**src/rtl/stall_controller_pkg.sv**
```systemverilog
// Shared pipeline-control definitions: stall FSM state codes, register-zero constant,
// and the forwarding-mux select encodings used by the EX-stage forwarding logic.
package stall_controller_pkg;

    typedef logic [1:0] state_t;

    localparam state_t ST_RUN     = 2'd0;
    localparam state_t ST_STALL   = 2'd1;
    localparam state_t ST_MD_BUSY = 2'd2;

    localparam logic [4:0] REG_ZERO = 5'd0;

    localparam logic [1:0] FWD_NONE = 2'b00;
    localparam logic [1:0] FWD_WB   = 2'b01;
    localparam logic [1:0] FWD_MEM  = 2'b10;

endpackage

```
**src/rtl/stall_controller_hazard_match.sv**
```systemverilog
// Compares one producer destination against the ID-stage source registers.
// Purely combinational; r0 is never a producer because writes to it are discarded.
module hazard_match
    import stall_controller_pkg::*;
(
    input  logic [4:0] prod_a,
    input  logic [4:0] id_rs_a,
    input  logic [4:0] id_rt_a,
    input  logic       id_uses_rt,
    output logic       dep
);

    logic rs_hit;
    logic rt_hit;

    assign rs_hit = (prod_a == id_rs_a);
    assign rt_hit = id_uses_rt && (prod_a == id_rt_a);
    assign dep    = (prod_a != REG_ZERO) && (rs_hit || rt_hit);

endmodule

```
**src/rtl/stall_controller.sv**
```systemverilog
// Holds IF/ID back when forwarding cannot cover a dependency, and freezes EX for mul/div.
// Outputs are combinational (same-cycle stall); optional perf counters under STALL_PERF_CNT_EN.
module stall_controller
    import stall_controller_pkg::*;
#(
    parameter int MD_TIMEOUT = 64,
    parameter int CNT_W      = 32
) (
    input  logic             clk,
    input  logic             rst,
    input  logic [4:0]       id_rs_a,
    input  logic [4:0]       id_rt_a,
    input  logic             id_uses_rt,
    input  logic             id_is_branch,
    input  logic             id_branch_taken,
    input  logic [4:0]       ex_rd_a,
    input  logic             ex_RegWrite,
    input  logic             ex_MemRead,
    input  logic [4:0]       mem_rd_a,
    input  logic             mem_MemRead,
    input  logic             ex_md_start,
    input  logic             md_done,
    output logic             pc_write,
    output logic             ifid_write,
    output logic             ifid_flush,
    output logic             idex_flush,
    output logic             ex_hold,
    output logic             exmem_flush,
    output logic             md_timeout
`ifdef STALL_PERF_CNT_EN
    ,
    output logic [CNT_W-1:0] stall_cycles,
    output logic [CNT_W-1:0] md_cycles
`endif
);

    localparam int TW = $clog2(MD_TIMEOUT + 1);
    localparam logic [TW-1:0] TMR_LAST = TW'(MD_TIMEOUT - 1);

    state_t        state, state_nxt;
    logic [1:0]    stall_cnt, stall_cnt_nxt;
    logic [TW-1:0] md_timer, md_timer_nxt;
    logic          timeout_set;
    logic          hazard_stall;
    logic          freeze;

    logic ex_dep;
    logic mem_dep;

    hazard_match u_ex_match (
        .prod_a     (ex_rd_a),
        .id_rs_a    (id_rs_a),
        .id_rt_a    (id_rt_a),
        .id_uses_rt (id_uses_rt),
        .dep        (ex_dep)
    );

    hazard_match u_mem_match (
        .prod_a     (mem_rd_a),
        .id_rs_a    (id_rs_a),
        .id_rt_a    (id_rt_a),
        .id_uses_rt (id_uses_rt),
        .dep        (mem_dep)
    );

    logic load_use;
    logic br_load;
    logic br_single;

    assign load_use  = ex_MemRead && ex_dep && !id_is_branch;
    assign br_load   = id_is_branch && ex_MemRead && ex_dep;
    assign br_single = id_is_branch &&
                       ((ex_RegWrite && !ex_MemRead && ex_dep) || (mem_MemRead && mem_dep));

    always_comb begin
        state_nxt     = state;
        stall_cnt_nxt = stall_cnt;
        md_timer_nxt  = md_timer;
        timeout_set   = 1'b0;
        hazard_stall  = 1'b0;
        freeze        = 1'b0;
        ifid_flush    = 1'b0;

        // Reset overrides everything so the pipeline runs freely while rst is held.
        if (!rst) begin
            case (state)
                ST_RUN: begin
                    if (ex_md_start) begin
                        freeze       = 1'b1;
                        state_nxt    = ST_MD_BUSY;
                        md_timer_nxt = '0;
                    end else if (load_use) begin
                        hazard_stall = 1'b1;
                    end else if (br_load) begin
                        // Load result reaches the ID comparator two cycles later.
                        hazard_stall  = 1'b1;
                        stall_cnt_nxt = 2'd1;
                        state_nxt     = ST_STALL;
                    end else if (br_single) begin
                        hazard_stall = 1'b1;
                    end else if (id_is_branch && id_branch_taken) begin
                        ifid_flush = 1'b1;
                    end
                end
                ST_STALL: begin
                    hazard_stall = 1'b1;
                    if (stall_cnt <= 2'd1) begin
                        stall_cnt_nxt = 2'd0;
                        state_nxt     = ST_RUN;
                    end else begin
                        stall_cnt_nxt = 2'(stall_cnt - 2'd1);
                    end
                end
                ST_MD_BUSY: begin
                    if (md_done) begin
                        state_nxt    = ST_RUN;
                        md_timer_nxt = '0;
                    end else begin
                        freeze = 1'b1;
                        if (md_timer == TMR_LAST) begin
                            timeout_set  = 1'b1;
                            state_nxt    = ST_RUN;
                            md_timer_nxt = '0;
                        end else begin
                            md_timer_nxt = TW'(md_timer + 1);
                        end
                    end
                end
                default: begin
                    state_nxt = ST_RUN;
                end
            endcase
        end
    end

    assign pc_write    = !(hazard_stall || freeze);
    assign ifid_write  = !(hazard_stall || freeze);
    assign idex_flush  = hazard_stall;
    assign ex_hold     = freeze;
    assign exmem_flush = freeze;

    always_ff @(posedge clk) begin
        if (rst) begin
            state      <= ST_RUN;
            stall_cnt  <= 2'd0;
            md_timer   <= '0;
            md_timeout <= 1'b0;
        end else begin
            state     <= state_nxt;
            stall_cnt <= stall_cnt_nxt;
            md_timer  <= md_timer_nxt;
            if (timeout_set) begin
                md_timeout <= 1'b1;
            end
        end
    end

`ifdef STALL_PERF_CNT_EN
    always_ff @(posedge clk) begin
        if (rst) begin
            stall_cycles <= '0;
            md_cycles    <= '0;
        end else begin
            if (hazard_stall && (stall_cycles != '1)) begin
                stall_cycles <= stall_cycles + 1'b1;
            end
            if ((state == ST_MD_BUSY) && (md_cycles != '1)) begin
                md_cycles <= md_cycles + 1'b1;
            end
        end
    end
`endif

endmodule
```
**config.mk**
```make
export PLATFORM = sky130hd
export DESIGN_NAME = stall_controller
export DESIGN_NICKNAME = d
export VERILOG_FILES = /design/src/rtl/stall_controller_pkg.sv /design/src/rtl/stall_controller_hazard_match.sv /design/src/rtl/stall_controller.sv
export SDC_FILE = /design/constraint.sdc
export NUM_CORES = 1
export LEC_CHECK = 0
export BUFFER_PORTS_ARGS = -buffer_cell sky130_fd_sc_hd__buf_2
export CAP_MARGIN = 20
export CORE_UTILIZATION = 29
export CTS_BUF_LIST = sky130_fd_sc_hd__clkbuf_4 sky130_fd_sc_hd__clkbuf_8
export DETAILED_ROUTE_END_ITERATION = 7
export PLACE_DENSITY = 0.65
export REMOVE_ABC_BUFFERS = 1
export SKIP_LAST_GASP = 1
export SLEW_MARGIN = 20
export SYNTH_ARGS = -nofsm -noshare
export SYNTH_HDL_FRONTEND = slang
export SYNTH_SLANG_ARGS = --single-unit
```
**constraint.sdc**
```tcl
create_clock -name clk -period 4.6 [get_ports clk]
set_clock_uncertainty 0.05 [all_clocks]
set_input_delay 0.69 -clock clk [delete_from_list [all_inputs] [get_ports clk]]
set_output_delay 0.69 -clock clk [all_outputs]
set_load 0.02 [all_outputs]
```
## Word-level counts from Yosys, hierarchy flattened

Index checks and enable logic that the tools add are counted.

| storage, ports and cells | value |
|---|---|
| output and inout bits | 7 |
| word-level logic and storage cells | 85 |
| flip-flop bits (word level) | 12 |

| cells by class | value |
|---|---|
| $lt $le $gt $ge | 1 |
| mux-type cells | 35 |
| eq/ne operators | 15 |
| reductions and logical operators | 28 |
| $add $sub $neg | 2 |

Operators by type and width:

| cell | count |
|---|---|
| 7-bit 2-to-1 mux | 3 |
| 5-bit == test | 4 |
| 1-bit 2-to-1 mux | 19 |
| 2-bit 2-to-1 mux | 8 |
| 7-bit one-hot mux with 2 select lines | 1 |
| 1-bit logical AND | 13 |
| 2-bit inequality test, second input constant | 5 |
| 5-bit nonzero test | 2 |
| 3-bit inequality test, second input constant | 3 |
| 4-bit AND reduction | 2 |
| 7-bit by 1-bit adder with 7-bit output, second input constant | 1 |
| 7-bit by 6-bit == test with 1-bit output, second input constant | 1 |
| 2-bit one-hot mux with 3 select lines | 1 |
| 1-bit logical OR | 4 |
| 1-bit one-hot mux with 2 select lines | 2 |
| 2-bit one-hot mux with 2 select lines | 1 |
| 2-bit nonzero test | 2 |
| 1-bit zero test | 3 |
| 2-bit by 1-bit == test with 1-bit output, second input constant | 1 |
| 2-bit == test, second input constant | 1 |
| 2-bit by 1-bit <= comparator with 1-bit output, second input constant | 1 |
| 2-bit zero test | 1 |
| 2-bit AND reduction | 1 |
| 2-bit by 1-bit subtractor with 2-bit output, second input constant | 1 |

## Longest topological paths before layout

Gate-level depths: netlist of run 1.

| depth | value |
|---|---|
| depth after elaboration | 15 |
| depth in mapped cells | 6 |
| mapped depth without buffers | 6 |

## By module

Synthesis of run 1 repeated with hierarchy kept, for this count alone.

| second synthesis, totals | value |
|---|---|
| cell total of the unflattened synthesis | 109 |
| area total of the unflattened synthesis | 887.1 um^2 |

Modules (own cells, without submodules):

| module | area an instance (um^2) | cells an instance | times used |
|---|---|---|---|
| stall_controller | 624.3 | 75 | 1 |
| hazard_match | 131.4 | 17 | 2 |

## Worst setup path after synthesis of run 1

No wires, ideal clock.

| path | value |
|---|---|
| kind | input -> output |
| start | input port ex_rd_a[1] |
| end | output port pc_write |
| slack | 1.564 ns |
| arrival | 2.296 ns |
| cell stages on the path | 6 |
| cell sequence | or4_1 > nor2_2 > nor2b_1 > a21o_1 > a221oi_2 > buf_4 |

| between the ends | value |
|---|---|
| longest elaborated chain between the ends | 15 |
| elaborated cells between the ends (all ways) | 20 |
| classes of those cells | eq/ne: 2; mux: 6; reduce/logical: 12 |

Ends and longest elaborated chain:

| element | line | text |
|---|---|---|
| start, declared | stall_controller.sv:16 | `input logic [4:0] ex_rd_a,` |
| 5-bit == test | stall_controller_hazard_match.sv:17 | `assign rt_hit = id_uses_rt && (prod_a == id_rt_a);` |
| 1-bit logical AND | stall_controller_hazard_match.sv:17 |  |
| 1-bit logical OR | stall_controller_hazard_match.sv:18 | `assign dep = (prod_a != REG_ZERO) && (rs_hit \|\| rt_hit);` |
| 1-bit logical AND * | stall_controller_hazard_match.sv:18 |  |
| 1-bit logical AND | stall_controller.sv:73 | `((ex_RegWrite && !ex_MemRead && ex_dep) \|\| (mem_MemRead && mem_dep));` |
| 1-bit logical OR | stall_controller.sv:73 |  |
| 1-bit logical AND | stall_controller.sv:72 | `assign br_single = id_is_branch &&` |
| 1-bit 2-to-1 mux | stall_controller.sv:99 | `end else if (br_single) begin` |
| 1-bit 2-to-1 mux | stall_controller.sv:94 | `end else if (br_load) begin` |
| 1-bit 2-to-1 mux * | stall_controller.sv:92 | `end else if (load_use) begin` |
| 1-bit 2-to-1 mux * | stall_controller.sv:88 | `if (ex_md_start) begin` |
| 1-bit one-hot mux with 2 select lines * | stall_controller.sv:86 | `case (state)` |
| 1-bit 2-to-1 mux * | stall_controller.sv:85 | `if (!rst) begin` |
| 1-bit logical OR * | n/a |  |
| 1-bit zero test * | n/a |  |
| end, declared | stall_controller.sv:23 | `output logic pc_write,` |

Mark *: on every way between the ends. The rest lies on a longest branch, timed or not.

## Worst setup path in the final report of run 1

| path | value |
|---|---|
| start | input port ex_rd_a[1] |
| end | output port ifid_write |

| between the ends | value |
|---|---|
| longest elaborated chain between the ends | 15 |
| elaborated cells between the ends (all ways) | 20 |
| classes of those cells | eq/ne: 2; mux: 6; reduce/logical: 12 |

Ends and longest elaborated chain:

| element | line | text |
|---|---|---|
| 5-bit == test | stall_controller_hazard_match.sv:17 |  |
| 1-bit logical AND | stall_controller_hazard_match.sv:17 |  |
| 1-bit logical OR | stall_controller_hazard_match.sv:18 |  |
| 1-bit logical AND * | stall_controller_hazard_match.sv:18 |  |
| 1-bit logical AND | stall_controller.sv:73 |  |
| 1-bit logical OR | stall_controller.sv:73 |  |
| 1-bit logical AND | stall_controller.sv:72 |  |
| 1-bit 2-to-1 mux | stall_controller.sv:99 |  |
| 1-bit 2-to-1 mux | stall_controller.sv:94 |  |
| 1-bit 2-to-1 mux * | stall_controller.sv:92 |  |
| 1-bit 2-to-1 mux * | stall_controller.sv:88 |  |
| 1-bit one-hot mux with 2 select lines * | stall_controller.sv:86 |  |
| 1-bit 2-to-1 mux * | stall_controller.sv:85 |  |
| 1-bit logical OR * | stall_controller.sv:137 | `assign ifid_write = !(hazard_stall \|\| freeze);` |
| 1-bit zero test * | stall_controller.sv:137 |  |
| end, declared | stall_controller.sv:24 | `output logic ifid_write,` |

Marks and branches as above.

==> results.yml, run 1 <==
timing:
  hold_violations: 0
  worst_slack_ps: 1560
  grt_setup_unrepaired: "no"
  max_slew_margin_pct: 66.3
  tightestPinTransition_ps: 503
  setup_violations: 0
  period_needed_ps: 3040
  clock.fmax_ghz: 0.329
  fin_crit_sh_pct: 66.1
  slew_violations: 0
  setup_tns_ps: 0
min_path:
  hold_start: "stall_cnt[1]"
  hp-class: "register to register"
  min_path_cells: 1
  whs_endpoint: "stall_cnt[1]"
cts:
  h-tree-depth: 1
  cts_buffer_depth: 2
  clock_insertion_delay_worst_skew_ps: 270
  post_cts_buffers: 0
  cts_resized: 0
  cts_tree: "done"
  numCtsBuffers: 3
  cts_hold_buf: 0
  clkTransAtPathRegs_ps: 70
  cts.sinks: 12
  root_buffer: "clkbuf_4"
power:
  pwr-share-seq_pct: 42.0
  irDropWorstVdd_v: 0.000113
  netSwitchingFraction_pct: 28.3
  clkPwrFrac_pct: 32.1
  internal-power_mw: 0.183
  p_leak_nw: 0.489
  power.net_switching_mw: 0.0726
  power.density_nw_per_um2: 227
  comb_power_share_pct: 25.9
worst_setup_path:
  cp.required_ps: 3860
  crit_type: "primary input to output port"
  reg2reg_depth: 5
  cp_top_family: "simple AND/OR/NAND/NOR gates"
  rr_endpoint: "md_timer[5]"
  r2r_start: "state[1]"
  arrival_ps: 2300
  reg2reg_setup_slack_ps: 2940
  cp_num_buf_inv: 2
  setup.worst_path.start_class: "primary input"
  cp_common_cell: "buf_2"
  cp_max_fo: 3
  cp_slowest_stage_delay_ps: 550
  cp-end-kind: "output port"
  crit_chain: "buf_2 > or4_1 > nor2_2 > nor2b_1 > a21o_1 > a221oi_2 > buf_2"
  slowest_stage: "or4_1"
final_layout:
  fin_cells: 176
  diodes: 0
  area_growth_pct: 26.0
  layout-drive-gt1-share_pct: 32.4
  layout.nets: 177
synth:
  yosysUniqueCellTypes: 35
  syn_area_per_cell_um2: 8.22
  yosysWarnings: 0
  seq_area_frac_synth_pct: 26.8
  yosys-top-cells-area: "dfxtp_1 (27%), xor2_1 (13%), xnor2_1 (9.8%)"
  synth_area_leader_cell: "dfxtp_1"
  synthesis.area_um2: 896
  synth_top_area_share_pct: 26.8
  ys_ff_latch: 12
  netlist_instances: 109
global_route:
  grt.overflow.total: 0
  antenna_found_initial: 0
  grt_usage_pct: 14.3
  grt_first_pass_wirelength_um: 3730
  grt_start_max_net_pins: 9
  grt_pass1_vias: 899
drt:
  drtAntennaViolNets: 0
  drcViolationCount: 8
  drtIter0Drc: 28
  avgViaCountPerCell: 5.22
  wl_per_cell_um: 12.5
  drt_first_pass_iters: 6
  num_vias: 919
  routed_wl_um: 2200
placed_design:
  dpl.hpwl_um: 1860
  dp.cells: 172
  dp_slack_ps: 1560
  io_buffers: 36
  gp_congestion: 0.874
floorplanning:
  start_util_pct: 31.4
  rows: 19
  ios: 37
  coreArea_um2: 2850
  die_h_um: 57.6
  die_w_um: 57.6
  die_area_um2: 3320
outcome:
  violations: "DRC"
  status: "finished, violations left"
job:
  cap_violations: 0
## worst max-delay path by stage
stage | from | depth (start not counted) | endpoint
floorplan | ex_rd_a[1] | 5 | ifid_write
global placement | ex_rd_a[1] | 7 | ifid_flush
detailed placement | ex_rd_a[1] | 7 | pc_write
CTS | ex_rd_a[1] | 7 | pc_write
global route | ex_rd_a[1] | 7 | pc_write
finish | ex_rd_a[1] | 7 | ifid_write
## final cells by class
| cell class | count | area (µm²) |
|---|---|---|
| clock buffer | 4 | 36.3 |
| fill | 311 | 1720 |
| inverter | 2 | 7.51 |
| multi-input combinational | 91 | 626 |
| sequential | 12 | 240 |
| tap | 31 | 38.8 |
| timing repair buffer | 36 | 180 |
## flip-flops by register name, summed over array words and instances (netlist names)
signal	flops
md_timeout	1
md_timer	7
stall_cnt	2
state	2
## cells in the mapped netlist, drive strengths merged
master,count
buf,2
nor4,1
or3,1
ha,1
and2,1
a2111oi,1
nor3,4
a221oi,1
a211oi,1
clkbuf,2
xor2,13
nor2b,1
inv,2
o2111a,1
nand2,7
nand3,2
a21o,2
mux2i,1
a21oi,7
o21ai,4
or4,2
and3,1
nor3b,1
o32ai,1
a32oi,1
a22o,1
nor2,14
nand4,2
xnor2,10
or2,1
nand2b,4
nand3b,3
dfxtp,12
o2bb2ai,1
## worst register-to-register path: cells and delay by family (launching register included)
kind / cells / cell delay [ps]
simple gates: 4 / 980
flops: 1 / 420
compound gates: 1 / 150
## power by group through the flow
stage	sequential (mW)	combinational, mW	clock, mW
finish	0.108	0.0663	0.0822
global route	0.108	0.0728	0.0919
CTS	0.108	0.0666	0.0848
detailed placement	0.110	0.0660	0
global placement	0.110	0.0646	0
floorplan	0.109	0.0374	0
## cells by family after synthesis
group,synth area share [%]
multiplexers,1.12
buffers and inverters,3.35
XOR/XNOR,22.5
flip-flops,26.8
adder cells (fa/ha/maj),1.40
AO/OA/AOI/OAI,18.7
AND/OR/NAND/NOR,26.1
## layout by cell type (no fill, tap or decap), drive strengths merged, types with 2 or more instances in the layout
master	n
nand3	2
xor2	13
inv	2
nand4	2
a21oi	7
nand3b	3
a21o	2
dfxtp	12
nor2	14
or4	2
nor3	4
o21ai	4
nand2	7
buf	36
clkbuf	4
nand2b	4
xnor2	10
## stage by stage
step                      area, µm²  power, mW  util [%]  hold slack [ps]
after floorplan                 873      0.147         -              387
final                          1130      0.256      39.6              411
after detailed placement       1090      0.176      38.3              407
after global placement         1090      0.174      38.3              393
after CTS                      1130      0.259      39.6              418
after global routing           1130      0.273      39.6              446
## layer usage
metal,up-vias,wire length [µm],global-route usage [%],share of wire (%)
met3,4,180,2.49,8.2
met5,-,0,0,0
li1,457,-,-,-
met2,40,1040,25.2,47
met1,418,948,17.5,43
met4,0,30,4.53,1.4
Power figures use the tool's default switching activity.
==> run 2: changes to the inputs <==
==> constraint.sdc (replaced) <==
create_clock -name clk -period 3.11 [get_ports clk]
set_clock_uncertainty 0.05 [all_clocks]
set_input_delay 0.4665 -clock clk [delete_from_list [all_inputs] [get_ports clk]]
set_output_delay 0.4665 -clock clk [all_outputs]
set_load 0.02 [all_outputs]
==> results.yml, run 2 (same netlist as run 1, synthesis figures left out) <==
timing:
  grt_setup_unrepaired: "no"
  clock.fmax_ghz: 0.386
  setup_violations: 0
  max_slew_margin_pct: 66.8
  period_needed_ps: 2590
  timing.hold.ws_ps: 411
  hold_violations: 0
  tightestPinTransition_ps: 496
  worst_slack_ps: 522
  fin_crit_sh_pct: 83.2
  slew_violations: 0
  setup_tns_ps: 0
global_route:
  grt_first_pass_wirelength_um: 3660
  grt_start_max_net_pins: 9
  grt_pass1_vias: 900
  antenna_found_initial: 0
  grt_usage_pct: 14.0
  grt.overflow.total: 0
power:
  power.density_nw_per_um2: 336
  p_leak_nw: 0.489
  irDropWorstVdd_v: 0.000242
final_layout:
  fillCellCount: 286
  most-common-layout-cells: "buf_2 (36), xor2_1 (13), nor2_1 (12), dfxtp_1 (12), xnor2_1 (10)"
  top_regs: "md_timer: 7 flops, stall_cnt: 2 flops, state: 2 flops"
  seqCellArea_um2: 240
  fin_util_pct: 39.6
  layout.nets: 177
  regMostFlops: "md_timer"
  largest_register_ffs: 7
  final_common_cell: "buf_2"
  multi_input_area_um2: 626
  diodes: 0
  layout-drive-gt1-share_pct: 32.4
  area_growth_pct: 26.0
worst_setup_path:
  cp-end-kind: "output port"
  arrival_ps: 2070
  crit_chain: "buf_2 > or4_1 > nor2_2 > nor2b_1 > a21o_1 > a221oi_2 > buf_2"
  critPathLaunch: "ex_rd_a[1]"
  cp.required_ps: 2590
  cp_slowest_stage_delay_ps: 550
  setup.worst_path.start_class: "primary input"
  r2r_start: "state[1]"
  crit_type: "primary input to output port"
  cp_common_cell: "buf_2"
  slowest_stage: "or4_1"
  cp_max_fo: 3
cts:
  clock_insertion_delay_worst_skew_ps: 270
  cts_buffer_depth: 2
  root_buffer: "clkbuf_4"
  h-tree-depth: 1
  cts.sinks: 12
  cts_hold_buf: 0
  clkTransAtPathRegs_ps: 70
  cts_resized: 0
  post_cts_buffers: 0
  cts_tree: "done"
  numCtsBuffers: 3
outcome:
  violations: "DRC"
  status: "finished, violations left"
floorplanning:
  ios: 37
  rows: 19
  die_w_um: 57.6
  die_h_um: 57.6
  die_area_um2: 3320
  start_util_pct: 31.4
  coreArea_um2: 2850
placed_design:
  gp_congestion: 0.874
  dp_slack_ps: 532
  io_buffers: 36
job:
  cap_violations: 0
drt:
  drtIter0Drc: 61
  drt_first_pass_iters: 6
  routed_wl_um: 2170
  num_vias: 877
  drcViolationCount: 8
  drtAntennaViolNets: 0
  wl_per_cell_um: 12.3
  avgViaCountPerCell: 4.98
min_path:
  hold_start: "rst"
  hp-class: "primary input to register"
## run 2: worst paths after layout
path              slack, ps      endpoint  cells after the start
setup / recovery        520    ifid_write                      7
hold / removal          410      state[1]                      2
hold reg to reg         410  stall_cnt[1]                      1
setup reg to reg       1490   md_timer[5]                      5
## run 2: layout make-up
class | count | area share (%)
Multi-Input combinational cell | 91 | 55.4
Sequential cell | 12 | 21.3
Timing Repair Buffer | 36 | 16.0
Tap cell | 31 | 3.44
Clock buffer | 4 | 3.22
Inverter | 2 | 0.665
## run 2: routing by layer
layer	share of wire, %	GRT usage [%]	vias to the layer above
met1	41	14.7	386
met2	51	27.2	37
met5	0	0	-
met4	0	3.14	0
li1	-	-	454
met3	8.5	3.85	0
## run 2: critical path, delay by kind of cell
kind                   cells  cell delay [ps]
and+or+nand+nor            3              760
buffers and inverters      2              330
AOI/OAI and AO/OA          2              510
## run 2: metrics by stage
step | instances | power, mW | cell area (µm²)
global placement | 172 | 0.258 | 1090
CTS | 176 | 0.386 | 1130
detailed placement | 172 | 0.260 | 1090
floorplan | 105 | 0.217 | 873
finish | 176 | 0.379 | 1130
global route | 176 | 0.403 | 1130
## run 2: power by group
| group | switching, mW | total (mW) | internal (mW) | leakage [nW] |
|---|---|---|---|---|
| sequential | 0.00304 | 0.159 | 0.156 | 0.0971 |
| clock | 0.0514 | 0.123 | 0.0712 | 0.0210 |
| combinational | 0.0529 | 0.0972 | 0.0443 | 0.370 |
==> run 3: changes to the inputs <==
--- a/config.mk
+++ b/config.mk
@@ -5,6 +5,7 @@
 export SDC_FILE = /design/constraint.sdc
 export NUM_CORES = 1
 export LEC_CHECK = 0
+export ABC_AREA = 1
 export BUFFER_PORTS_ARGS = -buffer_cell sky130_fd_sc_hd__buf_2
 export CAP_MARGIN = 20
 export CORE_UTILIZATION = 29
==> constraint.sdc (replaced) <==
create_clock -name clk -period 2.3 [get_ports clk]
set_clock_uncertainty 0.05 [all_clocks]
set_input_delay 0.345 -clock clk [delete_from_list [all_inputs] [get_ports clk]]
set_output_delay 0.345 -clock clk [all_outputs]
set_load 0.02 [all_outputs]
==> results.yml, run 3 <==
synth:
  netlist_instances: 185
  synth_top_family_by_area: "simple AND/OR/NAND/NOR gates"
  synth_most_common_cell: "nand2_1"
  synth_ff_type: "dfxtp_1"
  syn_area_per_cell_um2: 5.81
  ys_top_cells_by_count: "nand2_1 (56), inv_1 (25), nor2_1 (24)"
  seq_area_frac_synth_pct: 22.4
  synth_xor_xnor_area_share_pct: 6.52
  yosysWarnings: 0
  synth-simple-area-share_pct: 46.7
  synth-edff-count: 0
  synth_top_area_share_pct: 22.4
  yosysUniqueCellTypes: 25
  async_flop_share_pct: 0
  yosys-top-cells-area: "dfxtp_1 (22%), nand2_1 (20%), inv_1 (8.7%)"
  synthAdderAreaFrac_pct: 1.16
  synth-compound-area-share_pct: 10.4
  synth_mux_area_share_pct: 0
  synthesis.area_um2: 1070
  synth_area_leader_cell: "dfxtp_1"
  ys_ff_latch: 12
floorplanning:
  rows: 21
  die_area_um2: 3950
  die_w_um: 62.9
  ios: 37
  die_h_um: 62.9
  start_util_pct: 31.2
  coreArea_um2: 3440
worst_setup_path:
  reg2reg_setup_slack_ps: 770
  critPathLaunch: "state[1]"
  rr_endpoint: "md_timer[0]"
  setup.worst_path.start_class: "register"
  cp-end-kind: "output port"
  arrival_ps: 1600
  cp_max_fo: 5
  cp-endpoint: "ifid_write"
  cp.required_ps: 1900
  reg2reg_depth: 8
  r2r_start: "md_timer[0]"
  crit_type: "register to output port"
drt:
  wl_per_cell_um: 9.25
  drt_first_pass_iters: 4
  drtIter0Drc: 49
  drtAntennaViolNets: 0
  num_vias: 1167
  routed_wl_um: 2480
  avgViaCountPerCell: 4.35
  drcViolationCount: 0
power:
  power.density_nw_per_um2: 465
  comb_power_share_pct: 28.0
  power.net_switching_mw: 0.194
  pwr-share-seq_pct: 35.5
  clkPwrFrac_pct: 36.5
  p_leak_nw: 0.738
  netSwitchingFraction_pct: 30.9
  internal-power_mw: 0.434
  irDropWorstVdd_v: 0.000186
global_route:
  grt.overflow.total: 0
  grt_first_pass_wirelength_um: 4530
  grt_pass1_vias: 1088
  grt_start_max_net_pins: 9
  antenna_found_initial: 0
  grt_usage_pct: 14.0
min_path:
  min_path_cells: 2
  hp-class: "primary input to register"
final_layout:
  layout-drive-gt1-share_pct: 27.9
  fillCellCount: 402
  regMostFlops: "md_timer"
  multi_input_area_um2: 696
  most-common-layout-cells: "nand2_1 (56), buf_2 (36), inv_1 (25)"
  diodes: 0
  fin_util_pct: 39.2
  seqCellArea_um2: 240
  final_common_cell: "nand2_1"
  top_regs: "md_timer: 7 flops, stall_cnt: 2 flops, state: 2 flops"
  area_growth_pct: 25.5
  layout.nets: 254
  largest_register_ffs: 7
timing:
  slew_violations: 0
  clock.fmax_ghz: 0.500
  tightestPinTransition_ps: 306
  period_needed_ps: 2000
  setup_violations: 0
  hold_violations: 0
  max_slew_margin_pct: 79.4
  timing.hold.ws_ps: 325
  setup_tns_ps: 0
  grt_setup_unrepaired: "no"
  fin_crit_sh_pct: 86.9
placed_design:
  io_buffers: 36
  dpl.hpwl_um: 2090
  gp_congestion: 0.836
cts:
  root_buffer: "clkbuf_8"
  cts_tree: "done"
  cts_resized: 0
  clock_insertion_delay_worst_skew_ps: 240
  cts_buffer_depth: 2
  clkTransAtPathRegs_ps: 50
  numCtsBuffers: 3
  cts_hold_buf: 0
  post_cts_buffers: 0
  cts.sinks: 12
  h-tree-depth: 1
outcome:
  status: "complete, no violations"
job:
  cap_violations: 0
[run 3: changes by cell type after synthesis, sizes merged, moves of 3 or more]
cell    previous run  this run
nand2              7        58
nand2b             4         0
nand3              2        15
nor2              14        29
inv                2        32
xor2              13         6
nand3b             3         0
xnor2             10         2
a21oi              7        11
[run 3: power groups by stage]
stage | Clock (mW) | Combinational [mW] | Sequential [mW]
floorplan | 0 | 0.110 | 0.226
finish | 0.229 | 0.176 | 0.223
CTS | 0.236 | 0.177 | 0.223
global placement | 0 | 0.174 | 0.227
detailed placement | 0 | 0.176 | 0.227
global route | 0.247 | 0.202 | 0.224
[run 3: layout make-up]
class | count | area share, %
clock buffers | 4 | 4.08
inverters | 32 | 8.91
multi-input cells | 138 | 51.6
flip-flops and latches | 12 | 17.8
well taps | 46 | 4.27
repair buffers | 36 | 13.4
[run 3: kinds of logic after synthesis]
family | count (synthesis)
buffers and inverters | 35
flip-flops | 12
XOR/XNOR | 8
adder cells (fa/ha/maj) | 1
AO/OA/AOI/OAI | 19
AND/OR/NAND/NOR | 110
[run 3: critical path: stages, from the launching register on]
cell and delay [ps]:
dfxtp_1 410, inv_1 90, nor2_2 100, inv_2 50, nor2_4 130, inv_1 60, a21oi_1 250, a21oi_1 100
buf_2 170
[run 3: routing by layer]
| layer | wire length [µm] | GRT usage, % | vias to the layer above |
|---|---|---|---|
| met2 | 1120 | 22.3 | 27 |
| met3 | 106 | 3.47 | 4 |
| met4 | 34 | 3.49 | 0 |
| li1 | - | - | 643 |
| met1 | 1220 | 18.7 | 493 |
| met5 | 0 | 0 | - |
[run 3: metrics by stage]
stage	total power, mW	setup WS (ps)	std cells	instance area (µm²)
after floorplan	0.336	121	182	1060
after global placement	0.401	388	264	1290
after detailed placement	0.403	351	264	1290
after CTS	0.636	285	268	1350
after global routing	0.674	126	268	1350
final	0.628	301	268	1350
[run 3: worst min path at each step]
stage,endpoint,from
after CTS,state[1],rst
after detailed placement,stall_cnt[1],stall_cnt[1]
final,state[1],rst
after global routing,state[1],rst
after global placement,md_timeout,md_timeout
after floorplan,state[1],rst
